==> config.mk <==
export PLATFORM = sky130hd
export DESIGN_NAME = fifo_stream_reader
export DESIGN_NICKNAME = d
export VERILOG_FILES = /design/src/rtl/fifo_stream_reader.sv
export SDC_FILE = /design/constraint.sdc
export NUM_CORES = 1
export LEC_CHECK = 0
export CORE_ASPECT_RATIO = 0.8
export CORE_MARGIN = 2
export CORE_UTILIZATION = 30
export CTS_BUF_LIST = sky130_fd_sc_hd__clkbuf_2
export DETAILED_ROUTE_END_ITERATION = 10
export DONT_BUFFER_PORTS = 1
export PLACE_DENSITY_LB_ADDON = 0.08
export SYNTH_ARGS = -nofsm -noshare
export SYNTH_HDL_FRONTEND = slang
export SYNTH_SLANG_ARGS = --single-unit
==> constraint.sdc <==
create_clock -name clk -period 2 [get_ports clk]
set_input_delay 0.3 -clock clk [delete_from_list [all_inputs] [get_ports clk]]
set_output_delay 0.3 -clock clk [all_outputs]
set_load 0.03 [all_outputs]
==> src/rtl/fifo_stream_reader.sv <==
// rtl/fifo_stream_reader.sv - FIFO read-port drain engine with 2-entry valid/ready output buffer
//
// Turns the one-cycle-latency read port of the synchronous FIFO into a
// valid/ready streaming master. A 2-entry buffer absorbs the read latency,
// so the stream runs at one word per cycle and loses nothing under backpressure.
//
// Ports:
//   clk         system clock, all state on posedge
//   rst_n       asynchronous active-low reset
//   en          drain enable; 0 stops new reads, buffered words still drain
//   fifo_empty  FIFO empty flag
//   fifo_rd_en  FIFO read strobe (combinational)
//   fifo_data   FIFO data_out, valid the cycle after an accepted read
//   m_valid     output word valid
//   m_ready     downstream accept
//   m_data      output word (head of buffer)
//   idle        buffer empty and no read in flight
//   word_cnt    delivered-word count, wraps modulo 2^CNT_WIDTH
module fifo_stream_reader #(
    parameter int WIDTH     = 8,
    parameter int CNT_WIDTH = 16
) (
    input  logic                 clk,
    input  logic                 rst_n,
    input  logic                 en,
    input  logic                 fifo_empty,
    output logic                 fifo_rd_en,
    input  logic [WIDTH-1:0]     fifo_data,
    output logic                 m_valid,
    input  logic                 m_ready,
    output logic [WIDTH-1:0]     m_data,
    output logic                 idle,
    output logic [CNT_WIDTH-1:0] word_cnt
);

    typedef enum logic [1:0] {
        EMPTY = 2'd0,
        ONE   = 2'd1,
        TWO   = 2'd2
    } occ_t;

    occ_t                 occ_q;
    occ_t                 occ_d;
    logic                 inflight_q;
    logic [WIDTH-1:0]     head_q;
    logic [WIDTH-1:0]     tail_q;
    logic [CNT_WIDTH-1:0] cnt_q;
    logic                 pop;
    logic                 capture;
    logic [1:0]           occ_bits;
    logic [1:0]           credit;

    assign occ_bits = occ_q;
    assign m_valid  = (occ_q != EMPTY);
    assign m_data   = head_q;
    assign pop      = m_valid & m_ready;
    assign capture  = inflight_q;
    assign idle     = (occ_q == EMPTY) & ~inflight_q;
    assign word_cnt = cnt_q;

    // Slots already spoken for after this cycle: buffered words plus the word
    // arriving now, minus the one leaving. pop implies occ>0, so no underflow.
    assign credit = occ_bits + {1'b0, inflight_q} - {1'b0, pop};

    // rst_n gates the strobe so the FIFO sees no read while reset is held.
    assign fifo_rd_en = rst_n & en & ~fifo_empty & (credit < 2'd2);

    always_ff @(posedge clk or negedge rst_n) begin
        if (!rst_n) begin
            occ_q      <= EMPTY;
            inflight_q <= 1'b0;
            cnt_q      <= '0;
        end else begin
            occ_q      <= occ_d;
            inflight_q <= fifo_rd_en;
            if (pop) begin
                cnt_q <= cnt_q + 1'b1;
            end
        end
    end

    always_comb begin
        occ_d = occ_q;
        case ({capture, pop})
            2'b10: begin
                case (occ_q)
                    EMPTY:   occ_d = ONE;
                    ONE:     occ_d = TWO;
                    default: occ_d = occ_q;
                endcase
            end
            2'b01: begin
                case (occ_q)
                    TWO:     occ_d = ONE;
                    ONE:     occ_d = EMPTY;
                    default: occ_d = occ_q;
                endcase
            end
            default: occ_d = occ_q;
        endcase
    end

    // head_q is always the oldest word; tail_q only matters in TWO.
    always_ff @(posedge clk or negedge rst_n) begin
        if (!rst_n) begin
            head_q <= '0;
            tail_q <= '0;
        end else begin
            if (capture && !pop) begin
                if (occ_q == EMPTY) begin
                    head_q <= fifo_data;
                end else begin
                    tail_q <= fifo_data;
                end
            end else if (!capture && pop) begin
                // Leaving ONE keeps the popped word in head_q; harmless, m_valid is 0.
                if (occ_q == TWO) begin
                    head_q <= tail_q;
                end
            end else if (capture && pop) begin
                if (occ_q == TWO) begin
                    head_q <= tail_q;
                    tail_q <= fifo_data;
                end else begin
                    head_q <= fifo_data;
                end
            end
        end
    end

    // The credit check never lets a word arrive into a full, stalled buffer.
    assert property (@(posedge clk) disable iff (!rst_n)
        !(capture && !pop && occ_q == TWO));

endmodule

; Word-level counts from Yosys, hierarchy flattened
; Index checks and enable logic that the tools add are counted.
[word_totals]
reg_bits = 35
inputBits = 13
output_inout_bits = 27
elab_cells = 54
[classes]
n_addsub = 3
magnitude_cmp = 1
n_eq_ne = 10
mux = 14
bitwise_logic = 7
n_reduce_logical = 14
[ops]
columns = operator, count
row1 = 8-bit two-way mux, 11
row2 = 16-bit by 1-bit adder with 16-bit output (second input constant), 1
row3 = 2-bit one-hot mux with 2 select lines, 3
row4 = 2-bit nonzero test, 4
row5 = 3-bit != test (second input constant), 2
row6 = 3-bit AND reduction, 2
row7 = 1-bit bitwise AND, 5
row8 = 2-bit by 1-bit == test with 1-bit output (second input constant), 2
row9 = 2-bit == test (second input constant), 2
row10 = 2-bit != test (second input constant), 2
row11 = 4-bit AND reduction, 1
row12 = 1-bit logical AND, 3
row13 = 3-bit by 2-bit != test with 1-bit output (second input constant), 1
row14 = 3-bit nonzero test, 1
row15 = 2-bit by 1-bit adder with 2-bit output, 1
row16 = 1-bit zero test, 2
row17 = 2-bit zero test, 1
row18 = 2-bit less-than comparator (second input constant), 1
row19 = 2-bit by 1-bit != test with 1-bit output (second input constant), 1
row20 = 1-bit inverter, 2
row21 = 2-bit by 1-bit subtractor with 2-bit output, 1

; Longest topological paths before layout
; Gate-level depths: netlist of run 1.
[depth]
ltp_word = 6
depth_mapped = 6
ltp_nobuf = 4

; Worst setup path after synthesis of run 1
; OpenSTA, ideal clock, no wires.
[synth_path]
kind = reg-to-output
start = reg inflight_q (netlist: capture)
end = out fifo_rd_en
arrival_time_ns = 1.684
required_ns = 1.700
slack_ns = 0.016
path_stages_with_launch = 6
path_buffers = 1
cell_sequence = dfrtp_1 > buf_2 > nand2b_1 > a21oi_1 > nor2_1 > a211oi_1
[synth_between]
elab_chain_len = 4
[synth_lines]
columns = element, line_no
row1 = "start, declared", 44  ; logic inflight_q;
row2 = "start signal, assigned", 75  ; inflight_q <= fifo_rd_en;
row3 = 2-bit by 1-bit adder with 2-bit output, 63  ; assign credit = occ_bits + {1'b0, inflight_q} - {1'b0, pop};
row4 = 2-bit by 1-bit subtractor with 2-bit output, 63
row5 = 2-bit less-than comparator, 66  ; assign fifo_rd_en = rst_n & en & ~fifo_empty & (credit < 2'd2);
row6 = 1-bit bitwise AND, 66
row7 = "end, declared", 27  ; output logic fifo_rd_en,
; Every way passes these cells.

; Final worst setup path of run 1
[layout_path]
start = reg occ_q[0] (netlist: occ_bits[0])
end = out idle
[layout_between]
elab_chain_len = 2
[layout_lines]
columns = element, line_no
row1 = "start, declared", 42  ; occ_t occ_q;
row2 = "start signal, assigned", 70  ; occ_q <= EMPTY;
row3 = "start signal, assigned", 74  ; occ_q <= occ_d;
row4 = 2-bit zero test, 58  ; assign idle = (occ_q == EMPTY) & ~inflight_q;
row5 = 1-bit bitwise AND, 58
row6 = "end, declared", 32  ; output logic idle,
; Every way passes these cells.

==> impl_metrics.ini, run 1 <==
[run_status]
outcome = finished, final reports clean

[floorplanning]
core_mm2 = 0.00541
initial_core_util = 0.308
dieWidth_um = 87.3
io_pins = 40
fp.dieArea_mm2 = 0.00617
die_h_um = 70.6
rows = 24

[global_route]
antenna_found_initial = 0
grt_pass1_wl_um = 6200
grt_max_degree = 36
grt_overflow_total = 0
grt_pass1_vias = 1211
track_usage = 0.130

[hold_path]
hold-path-cell-count = 1
min_to = tail_q[0]$_DFFE_PN0P_
holdCritPathClass = in -> reg
hold_start = fifo_data[0]

[clock_network]
clk_latency_ns = 0.36
cts_root_buffer = clkbuf_2
cts_tree = done
cts_sinks = 35
clockBufferDepth = 2
clk_pin_slew_worst_paths_ns = 0.18
cts_buffers = 5
h-tree-depth = 2

[sta]
period_minus_slack_ns = 1.89
period_share = 0.944
setup_viol = 0
hold_viol = 0
setup_tns_ns = 0
clock-skew-final_ns = 0.00670
holdWs_ns = 0.0662
tightest_slew_ns = 0.441
clock.fmax_mhz = 530
grt_setup_unrepaired = false
final-max-slew-violation-count = 0
maxSlewHeadroom = 0.706

[drt]
drc_errors = 0
drt-wirelength-per-cell_um = 16.1
dr.pass1.iters = 4
vias_per_cell = 5.10
postRouteAntennaNets = 0
drt_wl_total_um = 3700
vias = 1169
drt_iter0_drc = 36

[synth]
ys_seq_area_frac = 0.526
syn_area_mm2 = 0.00167
synth_seq_cells = 35
ys_types = 35
syn_area_per_cell_um2 = 11.3
syn_inst = 147
synth_warnings = 0
syn_nets = 161

[final_layout]
n_antenna_cell = 0
layout_commonest_cell = dfrtp_1
nets = 177
finish.instance_area_mm2 = 0.00189
nFillCells = 567
syn_to_final_growth_pct = 13.5
drive_above_1_share = 0.280
mostFrequentLayoutCells = 33 x dfrtp_1, 15 x o21ai_0, 13 x nand2_1

[place]
dp_hpwl_um = 2540
placed_area_mm2 = 0.00178
gp_congestion = 0.745
port-buffer-count = 0

[setup_path]
end_kind = primary output
reg2reg_from = word_cnt[5]$_DFFE_PN0P_
crit_path_top_delay_cell = dfrtp_2
cp-start-kind = register
worst-setup-path-type = reg -> out
cp_num_buf_inv = 1
rrSetupSlack_ns = 0.39
critical_path_arrival_ns = 1.59
cp.required_ns = 1.70
cp_cell_sequence = or2_2 > nor2_1 > buf_4
reg2reg_to = word_cnt[15]$_DFFE_PN0P_
ff2ff_path_depth = 4
crit_family = simple AND/OR/NAND/NOR gates
crit_fanout = 10
slowest_delay_ns = 0.51

[run]
drv.max_cap_violation_count = 0

[power]
leakage_nw = 0.829
power.total_w = 0.00181
vdd_drop_max_v = 0.000311
power_density_mw_per_mm2 = 958
## per-layer routing
layer,GRT usage,share of wire,vias up
li1,-,-,553
met1,0.169,0.46,588
met2,0.204,0.48,26
met3,0.0432,0.063,2
met4,0.0410,0.0046,0
met5,0,0,-
## cells by family (layout without fill, tap and decap cells)
group	count (synthesis)	count (layout)	synth area share
AO/OA/AOI/OAI	39	39	0.155
XOR/XNOR	15	15	0.0834
adder cells (fa/ha/maj)	1	1	0.00751
buffers and inverters	7	24	0.0225
flip-flops	35	35	0.526
multiplexers	8	8	0.0541
AND/OR/NAND/NOR	42	42	0.152
## synth_stat cells
cell,number,area share
nor2_1,6,0.014
clkbuf_1,1,0.0023
and4_1,1,0.0053
nand4_1,5,0.019
inv_1,2,0.0045
and3_4,2,0.014
o21a_4,1,0.0090
a21o_1,1,0.0045
a211oi_1,1,0.0045
nand2_1,13,0.029
nor4_2,1,0.0075
a21oi_1,3,0.0090
mux2_2,8,0.054
ha_1,1,0.0075
and3_1,1,0.0038
or2_2,1,0.0038
xnor2_1,11,0.058
and2b_2,1,0.0053
xor2_1,3,0.016
buf_6,1,0.0068
nor2_4,1,0.0068
o21ai_2,1,0.0053
o21ai_0,15,0.045
nand3_4,1,0.011
xor2_2,1,0.0098
o22ai_1,7,0.026
a211o_1,2,0.011
a2bb2oi_2,1,0.0090
buf_2,3,0.0090
nand3_1,3,0.0090
nand2b_1,3,0.011
nand2_2,2,0.0075
dfrtp_1,35,0.53
o21a_1,7,0.032
nand3_2,1,0.0060
## through the flow
step	std cells	setup WS, ns	util
after CTS	227	0.00208	0.345
after global placement	216	0.419	0.330
after detailed placement	216	0.396	0.330
after floorplan	147	0.0158	-
final	229	0.112	0.350
after global routing	229	0.0121	0.350
## worst max-delay path by stage
stage,start,cells after the start,to
after floorplan,capture$_DFF_PN0_,5,fifo_rd_en
after global placement,occ_bits[1]$_DFFE_PN0P_,3,tail_q[5]$_DFFE_PN0P_
after detailed placement,occ_bits[1]$_DFFE_PN0P_,3,tail_q[5]$_DFFE_PN0P_
after CTS,occ_bits[1]$_DFFE_PN0P_,3,idle
after global routing,capture$_DFF_PN0_,5,fifo_rd_en
final,occ_bits[0]$_DFFE_PN0P_,3,idle
## flip-flops by register name, summed over array words and instances, names as in the netlist
name      cells
m_data        8
capture       1
occ_bits      2
tail_q        8
word_cnt     16
## where the power goes
part | switching, W | total (W) | internal (W)
Sequential | 0.000281 | 0.00114 | 0.000856
Combinational | 0.000170 | 0.000342 | 0.000172
Clock | 0.000237 | 0.000332 | 0.0000958
## final cells by class
cell class | count | area [um^2] | area share
clock buffers | 7 | 35.0 | 0.0185
clock inverters | 1 | 5.00 | 0.00265
inverters | 2 | 7.51 | 0.00397
multi-input cells | 105 | 761 | 0.402
flip-flops and latches | 35 | 878 | 0.465
well taps | 65 | 81.3 | 0.0430
repair buffers | 14 | 123 | 0.0649
## repair_timing
action	CTS	global route
hold buffers	3	0
hold endpoints to repair	36	0
endpoints found under the setup margin	0	2
buffers inserted	0	2
gates resized for setup	0	4
(Power assumes the default switching activity.)
==> inputs of run 2 (changes only) <==
CELL_PAD_IN_SITES_DETAIL_PLACEMENT = 1   (was default)
CELL_PAD_IN_SITES_GLOBAL_PLACEMENT = 1   (was default)
==> run 2 against run 1 <==
  * Clock skew is 0.0093 ns higher
  * Largest cell class unchanged
  * Maximum frequency is 0.62% higher
  * Sequential share of layout area is 0.34 points lower
  * Combinational power hardly changed
==> impl_metrics.ini, run 2 (synthesis gave the netlist of run 1 again) <==
[final_layout]
nFillCells = 608
syn_to_final_growth_pct = 14.4
mostFrequentLayoutCells = 33 x dfrtp_1, 15 x o21ai_0, 13 x nand2_1, 13 x buf_4, 11 x xnor2_1
largest_reg_flops = 16
nets = 179
multi_input_area_um2 = 757
n_antenna_cell = 0
layout_commonest_cell = dfrtp_1
drive_above_1_share = 0.283
final-seq-area_um2 = 878

[setup_path]
cp.required_ns = 1.70
critical_path_arrival_ns = 1.58
reg2reg_from = word_cnt[9]$_DFFE_PN0P_
ff2ff_path_depth = 4
rrSetupSlack_ns = 0.43
reg2reg_to = word_cnt[15]$_DFFE_PN0P_
cp-start-kind = register
worst-setup-path-type = reg -> out
end_kind = primary output
crit_fanout = 11

[hold_path]
hold_start = fifo_data[5]
hold-path-cell-count = 1
holdCritPathClass = in -> reg
min_to = tail_q[5]$_DFFE_PN0P_

[clock_network]
cts_tree = done
h-tree-depth = 2
cts_buffers = 5
clk_latency_ns = 0.36
cts_sinks = 35
cts_root_buffer = clkbuf_2
clk_pin_slew_worst_paths_ns = 0.20
clockBufferDepth = 2

[floorplanning]
initial_core_util = 0.308
fp.dieArea_mm2 = 0.00617
dieWidth_um = 87.3
die_h_um = 70.6
rows = 24
io_pins = 40
core_mm2 = 0.00541

[global_route]
grt_pass1_vias = 1243
track_usage = 0.129
grt_max_degree = 36
grt_overflow_total = 0
antenna_found_initial = 1
grt_pass1_wl_um = 6140

[power]
power_density_mw_per_mm2 = 951
clockPowerShare = 0.184
p_sw_w = 0.000692
seqPwrFrac = 0.627
combinationalPowerShare = 0.189
leakage_nw = 0.835
power.share.switching = 0.382
internal_power_w = 0.00112
vdd_drop_max_v = 0.000345

[drt]
vias = 1189
vias_per_cell = 5.15
dr.pass1.iters = 4
drt_iter0_drc = 47
drc_errors = 0
postRouteAntennaNets = 0
drt-wirelength-per-cell_um = 16.6
drt_wl_total_um = 3840

[sta]
hold_viol = 0
setup_viol = 0
period_minus_slack_ns = 1.88
final-max-slew-violation-count = 0
maxSlewHeadroom = 0.726
clock-skew-final_ns = 0.0160
period_share = 0.938
timing.final.ws_setup_ns = 0.124
tightest_slew_ns = 0.411
clock.fmax_mhz = 533
holdWs_ns = 0.0662

[place]
gp_congestion = 0.766
port-buffer-count = 0
place_ws_ns = 0.383
dp_hpwl_um = 2630

[run_status]
outcome = finished, final reports clean

[run]
drv.max_cap_violation_count = 0
## run 2: changes by cell type in the layout (fill, tap and decap cells not counted)
cell / before / now
clkinvlp_4: 0 / 1
buf_4: 11 / 13
clkbuf_2: 7 / 6
a21oi_2: 1 / 0
a21oi_1: 2 / 3
## run 2: worst max path at each step
stage | from | to | cells past startpoint
after detailed placement | occ_bits[1]$_DFFE_PN0P_ | m_data[2]$_DFFE_PN0P_ | 4
after global routing | capture$_DFF_PN0_ | fifo_rd_en | 5
final | occ_bits[0]$_DFFE_PN0P_ | idle | 3
after floorplan | capture$_DFF_PN0_ | fifo_rd_en | 5
after CTS | occ_bits[1]$_DFFE_PN0P_ | idle | 3
after global placement | occ_bits[1]$_DFFE_PN0P_ | tail_q[7]$_DFFE_PN0P_ | 3
## run 2: per-stage QoR
| stage | instance area (um^2) | utilization | instances | power [W] | TNS, ns |
|---|---|---|---|---|---|
| floorplan | 1670 | - | 147 | 0.00138 | 0 |
| detailed placement | 1790 | 0.331 | 217 | 0.00148 | 0 |
| CTS | 1880 | 0.348 | 228 | 0.00185 | 0 |
| global route | 1900 | 0.352 | 231 | 0.00192 | -0.0184 |
| finish | 1900 | 0.352 | 231 | 0.00181 | 0 |
| global placement | 1790 | 0.331 | 217 | 0.00146 | 0 |
## run 2: worst max-delay path, cell delays in order (launching register included)
cell and delay, ns:
dfrtp_2 0.52, or2_2 0.42, nor2_1 0.12, buf_4 0.17
## run 2: timing repair
action / in CTS / in global routing
pin swaps: 0 / 1
resized for setup: 1 / 2
hold endpoints to repair: 36 / 0
hold buffers: 3 / 0
endpoints found under the setup margin: 1 / 2
setup buffers: 0 / 3
## run 2: power by group through the flow
stage | Clock (W) | Combinational, W | Sequential [W]
2_1_floorplan | 0 | 0.000228 | 0.00115
3_3_place_gp | 0 | 0.000311 | 0.00115
3_5_place_dp | 0 | 0.000323 | 0.00115
4_1_cts | 0.000363 | 0.000348 | 0.00114
5_1_grt | 0.000381 | 0.000380 | 0.00116
6_report | 0.000333 | 0.000342 | 0.00114
## run 2: area by class of cell
class / count / area share
Sequential cell: 35 / 0.461
Clock buffer: 6 / 0.0158
Clock inverter: 2 / 0.00657
Multi-Input combinational cell: 105 / 0.398
Inverter: 2 / 0.00394
Tap cell: 65 / 0.0427
Timing Repair Buffer: 16 / 0.0723
## run 2: per-layer routing
metal / wire length, um / up-vias / track usage
met5: 0 / - / 0
met4: 17 / 0 / 0.0256
met3: 192 / 2 / 0.0397
met2: 1760 / 28 / 0.208
met1: 1870 / 605 / 0.172
li1: - / 554 / -
